==> config.mk <==
export PLATFORM = sky130hd
export DESIGN_NAME = or4_stimulus_gen
export DESIGN_NICKNAME = d
export VERILOG_FILES = /design/src/rtl/or4_pkg.sv /design/src/rtl/or4_prescaler.sv /design/src/rtl/or4_stimulus_gen.sv
export SDC_FILE = /design/constraint.sdc
export NUM_CORES = 1
export LEC_CHECK = 0
export ABC_AREA = 1
export CORE_ASPECT_RATIO = 0.8
export CORE_MARGIN = 5
export CORE_UTILIZATION = 50
export CTS_CLUSTER_DIAMETER = 150
export DETAILED_ROUTE_END_ITERATION = 16
export PLACE_DENSITY = 0.79
export SLEW_MARGIN = 20
export SYNTH_ARGS = -nofsm -noshare
export SYNTH_HDL_FRONTEND = slang
export SYNTH_HIERARCHICAL = 1
export SYNTH_SLANG_ARGS = --single-unit
==> constraint.sdc <==
create_clock -name clk -period 2.45 [get_ports clk]
set_clock_uncertainty 0.05 [all_clocks]
set_input_delay 0.735 -clock clk [delete_from_list [all_inputs] [get_ports clk]]
set_output_delay 0.735 -clock clk [all_outputs]
set_load 0.05 [all_outputs]
==> src/rtl/or4_pkg.sv <==
// Shared types and constants for the four-input OR gate stimulus generator.
package or4_pkg;

    localparam int PATTERN_W = 4;
    localparam logic [PATTERN_W-1:0] LAST_PATTERN = 4'hF;

    typedef enum logic [1:0] {
        IDLE,
        RUN,
        DONE
    } state_t;

endpackage

==> src/rtl/or4_prescaler.sv <==
// Modulo-STEP_CYCLES counter with enable and synchronous clear.
// The tick output is high on the enabled cycle in which the count wraps.
module or4_prescaler #(
    parameter int STEP_CYCLES = 5
) (
    input  logic clk,
    input  logic rst,
    input  logic en,
    input  logic clr,
    output logic tick
);

    localparam int CNT_W = (STEP_CYCLES > 1) ? $clog2(STEP_CYCLES) : 1;
    localparam logic [CNT_W-1:0] LAST_CNT = CNT_W'(STEP_CYCLES - 1);

    logic [CNT_W-1:0] cnt;

    // With STEP_CYCLES=1 the counter stays at zero and ticks on every enabled edge.
    assign tick = en && !clr && (cnt == LAST_CNT);

    // NOTE: sequential state uses non-blocking assignments so every register
    // samples pre-edge values, independent of process evaluation order.
    always_ff @(posedge clk or posedge rst) begin
        if (rst) begin
            cnt <= '0;
        end else if (clr) begin
            cnt <= '0;
        end else if (en) begin
            cnt <= tick ? '0 : cnt + 1'b1;
        end
    end

endmodule

==> src/rtl/or4_stimulus_gen.sv <==
// Binary sweep generator driving the four OR gate inputs through 0..15,
// with a per-pattern strobe and the expected gate output for a checker.
module or4_stimulus_gen
    import or4_pkg::*;
#(
    parameter int STEP_CYCLES = 5,
    parameter int SWEEPS      = 1
) (
    input  logic                 clk,
    input  logic                 rst,
    input  logic                 start,
    input  logic                 stop,
    input  logic                 hold,
    output logic                 in_a,
    output logic                 in_b,
    output logic                 in_c,
    output logic                 in_d,
    output logic [PATTERN_W-1:0] pattern,
    output logic                 step,
    output logic                 expected_y,
    output logic                 busy,
    output logic                 done,
    output logic [7:0]           sweep_cnt
);

    localparam logic [7:0] LAST_SWEEP = 8'(SWEEPS);

    state_t               state, state_nx;
    logic [PATTERN_W-1:0] pattern_nx;
    logic [7:0]           sweep_nx;
    logic                 step_nx;
    logic                 tick;

    or4_prescaler #(
        .STEP_CYCLES(STEP_CYCLES)
    ) u_prescaler (
        .clk (clk),
        .rst (rst),
        .en  ((state == RUN) && !hold),
        .clr ((state != RUN) || stop),
        .tick(tick)
    );

    always_ff @(posedge clk or posedge rst) begin
        if (rst) begin
            state     <= IDLE;
            pattern   <= '0;
            sweep_cnt <= '0;
            step      <= 1'b0;
        end else begin
            state     <= state_nx;
            pattern   <= pattern_nx;
            sweep_cnt <= sweep_nx;
            step      <= step_nx;
        end
    end

    // NOTE: every output of this block gets a default first, so no path
    // through the case leaves a variable unassigned and infers a latch.
    always_comb begin
        state_nx   = state;
        pattern_nx = pattern;
        sweep_nx   = sweep_cnt;
        step_nx    = 1'b0;
        unique case (state)
            IDLE: begin
                if (start && !stop) begin
                    state_nx   = RUN;
                    pattern_nx = '0;
                    sweep_nx   = '0;
                    step_nx    = 1'b1;
                end
            end
            RUN: begin
                if (stop) begin
                    state_nx   = IDLE;
                    pattern_nx = '0;
                end else if (tick) begin
                    // tick is already gated by hold, so a held cycle falls through.
                    if (pattern != LAST_PATTERN) begin
                        pattern_nx = pattern + 4'd1;
                        step_nx    = 1'b1;
                    end else begin
                        pattern_nx = '0;
                        sweep_nx   = sweep_cnt + 8'd1;
                        if (sweep_nx == LAST_SWEEP) begin
                            state_nx = DONE;
                        end else begin
                            step_nx = 1'b1;
                        end
                    end
                end
            end
            DONE: begin
                state_nx = IDLE;
            end
            default: begin
                state_nx = IDLE;
            end
        endcase
    end

    assign {in_d, in_c, in_b, in_a} = pattern;
    assign expected_y = |pattern;
    assign busy       = (state == RUN);
    assign done       = (state == DONE);

endmodule

**Yosys cells after proc, flatten, opt, wreduce, memory -nomap -nowiden**

Cells that the tools add are included.

- Register bits after elaboration: 18
- Bits in latches: 0
- RAM bits: 0
- Bits in read-only memories: 0
- Input port bits: 5
- Output and inout port bits: 20
- Logic and storage cells: 61
- Memories kept: 0

- Add/subtract/negate cells: 3
- $mul: 0
- Div/mod/pow operators: 0
- $lt $le $gt $ge: 0
- Eq/ne operators: 13
- Shifts and indexed selects: 0
- Muxes and demuxes: 25
- Bitwise logic cells: 0
- Reductions and logical operators: 15

Operators with widths:

| kind | number |
|---|---|
| $mux 8 | 4 |
| $mux 4 | 4 |
| $pmux 8 s2 | 1 |
| $mux 2 | 5 |
| $mux 3 | 3 |
| $add 8x1->8 const B | 1 |
| $eq 8x1->1 const B | 1 |
| $pmux 4 s2 | 1 |
| $ne 2x2->1 const B | 3 |
| $ne 3x2->1 const B | 2 |
| $mux 1 | 5 |
| $reduce_and 5->1 | 1 |
| $add 4x1->4 const B | 1 |
| $logic_and 1x1->1 | 4 |
| $ne 2x1->1 const B | 2 |
| $ne 4x4->1 const B | 1 |
| $pmux 2 s2 | 1 |
| $reduce_and 4->1 | 1 |
| $reduce_bool 2->1 | 2 |
| $reduce_or 4->1 | 1 |
| $add 3x1->3 const B | 1 |
| $eq 3x3->1 const B | 1 |
| $logic_not 1->1 | 3 |
| $ne 3x3->1 const B | 1 |
| other kinds (6) | 6 |

**Logic depth before layout (Yosys ltp)**

Gate-level depths: netlist (run 1).

- Word-level depth: 8
- Mapped depth: 14
- Gate-level depth less buffers: 14

**Cells and area by module**

Netlist (run 1), hierarchy kept.

By module, submodules not included:

| module | times used | cells an instance | area each (µm²) | seq. area each (µm²) |
|---|---|---|---|---|
| or4_stimulus_gen | 1 | 134 | 985.9 | 375.4 |
| or4_prescaler | 1 | 29 | 196.4 | 75.1 |

**Worst setup path before layout (run 1)**

No wires, ideal clock.

- Path kind: register -> output
- Start point: register pattern[0]
- End point: output expected_y
- Arrival time: 1380 ps
- Data required time: 1665 ps
- Slack: 285 ps
- Cell stages (with the launch flop): 4
- Path buffers: 0
- Cells stage by stage: dfrtp_1 inv_1 ha_1 nand3_1

- Word-level cells in the longest chain between the ends: 1

RTL lines:

| what | line | text |
|---|---|---|
| start, declared | or4_stimulus_gen.sv:18 | `output logic [PATTERN_W-1:0] pattern,` |
| start signal, assigned | or4_stimulus_gen.sv:52 | `pattern <= pattern_nx;` |
| $reduce_or 4->1 | or4_stimulus_gen.sv:104 | `assign expected_y = \|pattern;` |
| end, declared | or4_stimulus_gen.sv:20 | `output logic expected_y,` |

No other way between the ends.

**Final worst setup path (run 1)**

- Start point: register sweep_cnt[3]
- End point: output sweep_cnt[3]

RTL lines:

| what | line | text |
|---|---|---|
| start, declared | or4_stimulus_gen.sv:23 | `output logic [7:0] sweep_cnt` |
| start signal, assigned | or4_stimulus_gen.sv:53 | `sweep_cnt <= sweep_nx;` |

No word-level cell between the ends.

==> out/qor.yml, run 1 <==
hold_path:
  min_path_cells: 2
  hold_start: "u_prescaler/cnt[0]"
  hold-path-endpoint: "u_prescaler/cnt[0]"
  worst_hold_path_type: "reg -> reg"
setup_path:
  path_buf_inv: 1
  critPathLaunchType: "flop"
  endpoint_required_time_on_the_critical_path_ps: 1660
  worst-setup-path-type: "reg -> out"
  end_kind: "output port"
  cp_cell_sequence: "clkdlybuf4s50_1"
  timing.reg2reg.setup_slack_ps: 560
  worst-r2r-cell-count: 13
  critPathTopFamily: "buffers and inverters"
  cp.arrival_ps: 1570
  cp_slowest_stage_delay_ps: 840
  worst_r2r_endpoint: "sweep_cnt[2]"
  timing.critical_path.slowest_stage_cell: "clkdlybuf4s50_1"
  worstReg2RegStart: "state[1]"
  critPathMaxFanout: 5
clock_network:
  cts_tree: "built"
  clock_root_buffer_master: "clkbuf_4"
  cts_buffer_depth: 2
  clkTransAtPathRegs_ps: 90
  cts_setup_buffers: 0
  htreeDepth: 1
  clkLatencyLatePin_ps: 290
  cts_made_buffers: 3
  clock_sinks: 18
placement:
  placement.io_buffers: 24
  final_weighted_congestion_in_routability_driven_placement: 0.867
  placed_cells_incl_taps: 212
  hpwl_um: 2200
floorplanning:
  initial_core_util_pct: 53.4
  die_h_um: 53.5
  num_io_pins: 25
  floorplan.die.width_um: 64.4
  core-area_um2: 2210
  design.die.area_um2: 3440
  floorplan.rows: 15
cells_and_area:
  fin_cells: 215
  num_antenna_cells: 0
  post_route_cells_drive_above_1_share_pct: 10.5
  area_growth_pct: 24.9
  nNetsFinal: 203
  fillerInstances: 199
pwr:
  power-per-cell-area_nw_per_um2: 482
  p_total_uw: 711
  power_leakage_nw: 0.847
  worst_ir_drop_vdd_mv: 0.376
sta:
  final_max_slew_viol_count: 0
  max_slew_margin_pct: 61.1
  timing.final.crit_period_ps: 2360
  max_clock_freq_ghz: 0.424
  tightest_slew_ps: 583
  period_share_pct: 96.2
  final-hold-violation-count: 0
  rsz0062_at_grt: "false"
  timing.final.setup_violations: 0
drt:
  detail_route.drc_violations: 0
  dr_total_vias: 1100
  finalWirelength_um: 2750
  drtIter0Drc: 81
  average_wire_length_per_cell_after_detail_routing_um: 12.8
  detail_route.first_pass.iterations: 4
  vias_per_cell: 5.12
  antenna_left: 0
global_route:
  wire_length_of_the_first_global_routing_pass_um: 4710
  first_global_vias: 1061
  grt_antenna_before_repair: 0
  gr-total-overflow: 0
  grtUsageTotal_pct: 17.8
  globalRouteMet3Util_pct: 5.31
  grt.met1_usage_pct: 22.1
  pin_count_of_the_biggest_net_entering_global_routing: 16
  global_route.peak_usage_layer: "met2"
  grt_util_met2_pct: 30.8
job:
  cap_viol_max_count: 0
logic_synthesis:
  syn-num-nets: 174
  synth_cell_type_count: 22
  ys_seq_elements: 18
  instance_count_of_the_mapped_netlist: 163
  synth.yosys.seq_area_share_pct: 38.1
  syn-mean-instance-area_um2: 7.25
  yosys_warnings: 6
  post_synth_instance_area_um2: 1180
outcome:
  outcome: "finished clean"
-- synth_stat cells (all sizes together) --
library cell / instances / area share (%)
nand3: 19 / 8.0
nand2: 43 / 14
dfrtp: 18 / 38
buf: 5 / 3.5
inv: 31 / 10
o22ai: 2 / 1.1
o21ai: 11 / 4.7
ha: 6 / 6.3
nor3: 2 / 0.85
a21oi: 4 / 1.7
a21boi: 1 / 0.64
nand4: 3 / 2.9
nor2: 18 / 7.9
-- final cells by class --
type	count	area (µm²)	share of cell area (%)
multi-input combinational	109	572	38.7
sequential	18	450	30.5
timing repair buffer	29	282	19.1
inverter	31	119	8.05
tap	25	31.3	2.12
clock buffer	3	22.5	1.53
-- placed cells by master (no fill, tap or decap) --
cell,count
dlymetal6s2s_1,5
dfrtp_1,18
clkdlybuf4s50_1,15
nor2_2,1
a21oi_1,4
buf_4,8
ha_1,6
o21ai_0,7
nand2_1,40
inv_1,29
o21ai_1,4
nand3_1,19
nand4_4,1
o22ai_1,2
nor2_1,15
nand2_2,3
nor2_8,1
inv_4,1
clkbuf_4,3
nand4_1,2
inv_2,1
nor2_4,1
a21boi_1,1
nor3_1,2
dlygate4sd2_1,1
-- worst min-delay path, cell delays in order (launching register included) --
cell	delay [ps]
dfrtp_1	380
nand2_1	60
nand2_1	60
-- worst max-delay path by stage --
stage / slack, ps / to / from / depth (start not counted)
6_report: 90 / sweep_cnt[3] / sweep_cnt[3] / 1
5_1_grt: 40 / sweep_cnt[1] / sweep_cnt[1] / 1
4_1_cts: 20 / pattern[2] / pattern[2] / 1
3_5_place_dp: -80 / sweep_cnt[5] / stop / 12
3_3_place_gp: 20 / sweep_cnt[2] / stop / 12
2_1_floorplan: 280 / expected_y / pattern[0] / 3
-- kinds of logic after synthesis --
kind of cell / count (synthesis) / synth area share, %
buf+inv: 36 / 13.5
simple gates: 85 / 34.0
fa+ha+maj: 6 / 6.35
compound gates: 18 / 8.04
flops: 18 / 38.1
-- layer usage --
layer  vias up  wire length, µm  part of all wire, %
met1       510             1310                   48
met5         -                0                    0
li1        563                -                    -
met3         2              135                  4.9
met2        25             1300                   47
met4         0               10                 0.36
-- where the power goes --
| group | switching (mW) | internal [mW] | leakage [nW] |
|---|---|---|---|
| logic | 0.170 | 0.0721 | 0.584 |
| registers | 0.0141 | 0.310 | 0.249 |
| clock network | 0.0873 | 0.0572 | 0.0138 |
| total | 0.272 | 0.440 | 0.847 |
-- through the flow --
step           hold slack (ps)  setup WS (ps)  TNS [ps]  instance area, µm²  utilization (%)
2_1_floorplan              417            285         0                1180                -
3_3_place_gp               442           18.8         0                1440             65.1
3_5_place_dp               457          -82.6      -268                1440             65.1
4_1_cts                    483           15.2         0                1460             66.1
5_1_grt                    529           38.0         0                1480             66.7
6_report                   482           92.8         0                1480             66.7
-- state kept, by name, indices dropped and copies added, names as in the netlist --
| name | flops |
|---|---|
| sweep_cnt | 8 |
| pattern | 4 |
| u_prescaler/cnt | 3 |
| state | 2 |
| step | 1 |
-- timing repair --
action,4_1_cts,5_1_grt
hold buffers,0,0
gates resized for setup,1,5
endpoints found under the setup margin,1,5
No activity file was read; power rests on OpenSTA's default activity.
==> inputs of run 2 (changes only) <==
CORE_UTILIZATION = 40   (was 50)
CTS_CLUSTER_SIZE = 40   (was default)
PLACE_DENSITY = 0.65   (was 0.79)
==> out/qor.yml, run 2 (same netlist as run 1, synthesis figures left out) <==
cells_and_area:
  finished_core_util_pct: 54.5
  area_growth_pct: 29.3
  largest_reg_flops: 8
  reg.largest.list: "sweep_cnt (8), pattern (4), u_prescaler/cnt (3)"
  fillerInstances: 267
  nNetsFinal: 203
  num_antenna_cells: 0
  final_cell_mix: "nand2_1 (40), inv_1 (29), clkdlybuf4s50_1 (20)"
  final_common_cell: "nand2_1"
  post_route_cells_drive_above_1_share_pct: 11.5
  registers.top_by_ff_count: "sweep_cnt"
  finalInstanceArea_um2: 1530
setup_path:
  worst_r2r_endpoint: "pattern[3]"
  cp_slowest_stage_delay_ps: 860
  end_kind: "output port"
  cp.arrival_ps: 1600
  timing.reg2reg.setup_slack_ps: 650
  worst-r2r-cell-count: 14
  endpoint_required_time_on_the_critical_path_ps: 1660
  timing.critical_path.slowest_stage_cell: "clkdlybuf4s50_1"
  path_buf_inv: 1
  worstReg2RegStart: "state[1]"
  worst-setup-path-type: "reg -> out"
  critPathMaxFanout: 6
  critPathLaunchType: "flop"
  cp_cell_sequence: "clkdlybuf4s50_1"
  critPathTopFamily: "buffers and inverters"
sta:
  final_max_slew_viol_count: 0
  timing.final.setup_violations: 0
  max_slew_margin_pct: 62.2
  timing.final.crit_period_ps: 2390
  max_clock_freq_ghz: 0.419
  period_share_pct: 97.5
  final-hold-violation-count: 0
  tightest_slew_ps: 567
  rsz0062_at_grt: "false"
job:
  cap_viol_max_count: 0
clock_network:
  cts_tree: "built"
  cts_stage_hold_buffer_count: 0
  cts_buffer_depth: 2
  clock_sinks: 18
  cts_made_buffers: 3
  clkTransAtPathRegs_ps: 70
  clock_root_buffer_master: "clkbuf_8"
  htreeDepth: 1
  clkLatencyLatePin_ps: 260
floorplanning:
  floorplan.rows: 17
  floorplan.die.width_um: 70.8
  design.die.area_um2: 4150
  num_io_pins: 25
  core-area_um2: 2810
  die_h_um: 58.6
  initial_core_util_pct: 42.1
hold_path:
  hold-path-endpoint: "u_prescaler/cnt[0]"
  min_path_cells: 2
  worst_hold_path_type: "reg -> reg"
  hold_start: "u_prescaler/cnt[0]"
global_route:
  gr-total-overflow: 0
  pin_count_of_the_biggest_net_entering_global_routing: 16
  grt_antenna_before_repair: 0
  wire_length_of_the_first_global_routing_pass_um: 4530
  grtUsageTotal_pct: 13.5
  first_global_vias: 1002
drt:
  dr_total_vias: 1094
  average_wire_length_per_cell_after_detail_routing_um: 11.4
  detail_route.first_pass.iterations: 4
  vias_per_cell: 4.78
  finalWirelength_um: 2610
  detail_route.drc_violations: 0
  drtIter0Drc: 71
  antenna_left: 0
pwr:
  power-per-cell-area_nw_per_um2: 528
  power_leakage_nw: 0.769
  worst_ir_drop_vdd_mv: 0.292
placement:
  placement.io_buffers: 24
  final_weighted_congestion_in_routability_driven_placement: 0.843
  hpwl_um: 2110
  placedInstanceArea_um2: 1470
outcome:
  outcome: "finished clean"
-- run 2: stage by stage --
stage                     setup WS (ps)  power, mW  setup TNS (ps)  hold slack (ps)  instances
after floorplan                     285      0.499               0              417        163
after global placement             16.6      0.565               0              443        225
after detailed placement          -71.5      0.568            -329              462        225
after CTS                          62.7      0.810               0              488        229
after global routing               32.1      0.850               0              517        229
final                              61.3      0.808               0              483        229
-- run 2: worst max path at each step --
stage / startpoint / endpoint / slack [ps] / depth (start not counted)
floorplan: pattern[0] / expected_y / 280 / 3
global placement: stop / sweep_cnt[2] / 20 / 12
detailed placement: stop / sweep_cnt[5] / -70 / 12
CTS: pattern[2] / pattern[2] / 60 / 1
global route: pattern[2] / pattern[2] / 30 / 1
finish: pattern[2] / pattern[2] / 60 / 1
-- run 2: per-layer routing --
metal / global-route usage, % / up-vias / routed length, µm
met5: 0 / - / 0
met4: 3.49 / 0 / 23
met3: 3.92 / 2 / 135
met2: 21.0 / 33 / 1170
met1: 18.7 / 495 / 1280
li1: - / 564 / -
-- run 2: final cells by class --
class                           count  area, µm²  share of cell area (%)
Timing Repair Buffer               29        280                    18.3
Tap cell                           38       47.5                    3.11
Sequential cell                    18        450                    29.5
Clock buffer                        4       55.1                    3.60
Inverter                           31        119                    7.77
Multi-Input combinational cell    109        577                    37.7
-- run 2: power by group --
group	internal (mW)	switching, mW	total (mW)	leakage (nW)
Clock	0.143	0.101	0.244	0.0288
Combinational	0.0730	0.168	0.241	0.491
Sequential	0.310	0.0134	0.324	0.249
-- run 2: what timing repair did --
| item | CTS | global route |
|---|---|---|
| setup buffers | 0 | 0 |
| resized for setup | 0 | 1 |
| endpoints found under the setup margin | 0 | 1 |
| endpoints found under the hold margin | 0 | 0 |
==> inputs of run 3 (changes only) <==
SETUP_SLACK_MARGIN = 0.5   (was default)
SLEW_MARGIN = 10   (was 20)
==> out/qor.yml, run 3 (same netlist as run 1, synthesis figures left out) <==
floorplanning:
  initial_core_util_pct: 42.1
  die_h_um: 58.6
  floorplan.die.width_um: 70.8
  num_io_pins: 25
  design.die.area_um2: 4150
  floorplan.rows: 17
  core-area_um2: 2810
drt:
  finalWirelength_um: 2810
  dr_total_vias: 1113
  vias_per_cell: 4.76
  detail_route.drc_violations: 0
  detail_route.first_pass.iterations: 4
  average_wire_length_per_cell_after_detail_routing_um: 12.0
  drtIter0Drc: 33
  antenna_left: 0
global_route:
  grtUsageTotal_pct: 13.7
  gr-total-overflow: 0
  pin_count_of_the_biggest_net_entering_global_routing: 16
  grt_antenna_before_repair: 0
  first_global_vias: 980
  wire_length_of_the_first_global_routing_pass_um: 4530
outcome:
  outcome: "finished clean"
sta:
  timing.final.crit_period_ps: 1930
  timing.final.setup_violations: 0
  max_slew_margin_pct: 58.6
  sum_of_negative_setup_slack_ps: 0
  max_clock_freq_ghz: 0.517
  final-hold-violation-count: 0
  period_share_pct: 78.9
  rsz0062_at_grt: "true"
  tightest_slew_ps: 620
  final_max_slew_viol_count: 0
cells_and_area:
  num_antenna_cells: 0
  finished_core_util_pct: 56.5
  post_route_cells_drive_above_1_share_pct: 29.1
  reg.largest.list: "sweep_cnt (8), pattern (4), u_prescaler/cnt (3)"
  fillerInstances: 276
  final_cell_mix: "nand2_1 (40), inv_1 (24), nand3_1 (18)"
  nNetsFinal: 208
  largest_reg_flops: 8
  area_growth_pct: 34.1
  registers.top_by_ff_count: "sweep_cnt"
  final_common_cell: "nand2_1"
pwr:
  p_total_uw: 808
  power-per-cell-area_nw_per_um2: 510
  power_leakage_nw: 0.811
  worst_ir_drop_vdd_mv: 0.322
setup_path:
  cp_slowest_stage_delay_ps: 430
  critPathLaunchType: "flop"
  path_buf_inv: 2
  cp_cell_sequence: "inv_2, ha_4, nand3_4, buf_8"
  worst-setup-path-type: "reg -> out"
  cp.arrival_ps: 1150
  timing.critical_path.slowest_stage_cell: "dfrtp_2"
  critPathTopFamily: "flip-flops"
  end_kind: "output port"
  critPathMaxFanout: 4
  endpoint_required_time_on_the_critical_path_ps: 1660
hold_path:
  worst_hold_path_type: "reg -> reg"
clock_network:
  cts_stage_hold_buffer_count: 0
  cts_tree: "built"
  clkLatencyLatePin_ps: 250
  clock_root_buffer_master: "clkbuf_8"
  clkTransAtPathRegs_ps: 70
  htreeDepth: 1
  cts_buffer_depth: 2
  clock_sinks: 18
  cts_made_buffers: 3
job:
  cap_viol_max_count: 0
placement:
  hpwl_um: 2140
  placement.io_buffers: 24
  final_weighted_congestion_in_routability_driven_placement: 0.788
## run 3: cell types whose count changed in the layout (fill, tap and decap cells not counted), moves of 4 or more
cell             change
clkdlybuf4s50_1     -18
clkbuf_2             +8
clkdlybuf4s15_2      +8
inv_1                -5
dfrtp_1              -4
dfrtp_2              +4
inv_2                +4
## run 3: metal layers
layer  up-vias  GRT usage, %  routed length, µm
met4         0          1.61                 12
met2        31          21.0               1270
met3         2          4.61                168
li1        579             -                  -
met5         -             0                  0
met1       501          19.4               1360
## run 3: what timing repair did
action / CTS / global route
gates cloned: 1 / 0
endpoints found under the setup margin: 32 / 20
resized for setup: 49 / 20
pin swaps: 6 / 2
setup buffers: 4 / 2
## run 3: stage by stage
step	worst slack (ps)	cells	cell area (µm²)	hold slack [ps]
after floorplan	502	163	1190	417
after global placement	28.8	223	1450	441
after detailed placement	-56.8	223	1450	463
after CTS	418	232	1570	477
after global routing	472	234	1590	493
final	516	234	1590	475
## run 3: cell type report
cell class,count,area [µm²],share of cell area [%]
clock buffers,4,45.0,2.84
inverters,31,121,7.66
multi-input cells,110,636,40.1
flip-flops and latches,18,455,28.7
well taps,38,47.5,3.00
repair buffers,33,280,17.7
## run 3: worst min-delay path, cell delays in order, from the launching register on
cell and delay (ps):
dfrtp_1 380, nand2_1 60, nand2_1 50
## run 3: final timing paths
path,from,endpoint,slack (ps),cells after the start
setup / recovery,pattern[1],expected_y,520,4
hold / removal,u_prescaler/cnt[1],u_prescaler/cnt[1],470,2
setup reg to reg,sweep_cnt[0],state[0],730,9
hold reg to reg,u_prescaler/cnt[1],u_prescaler/cnt[1],470,2
max in group asynchronous,rst,pattern[3],1060,2
min in group asynchronous,rst,u_prescaler/cnt[2],640,2
## run 3: report_power, final
part / switching [mW] / total [mW] / internal (mW)
clock: 0.0943 / 0.210 / 0.115
sequential: 0.0153 / 0.326 / 0.311
combinational: 0.182 / 0.272 / 0.0909
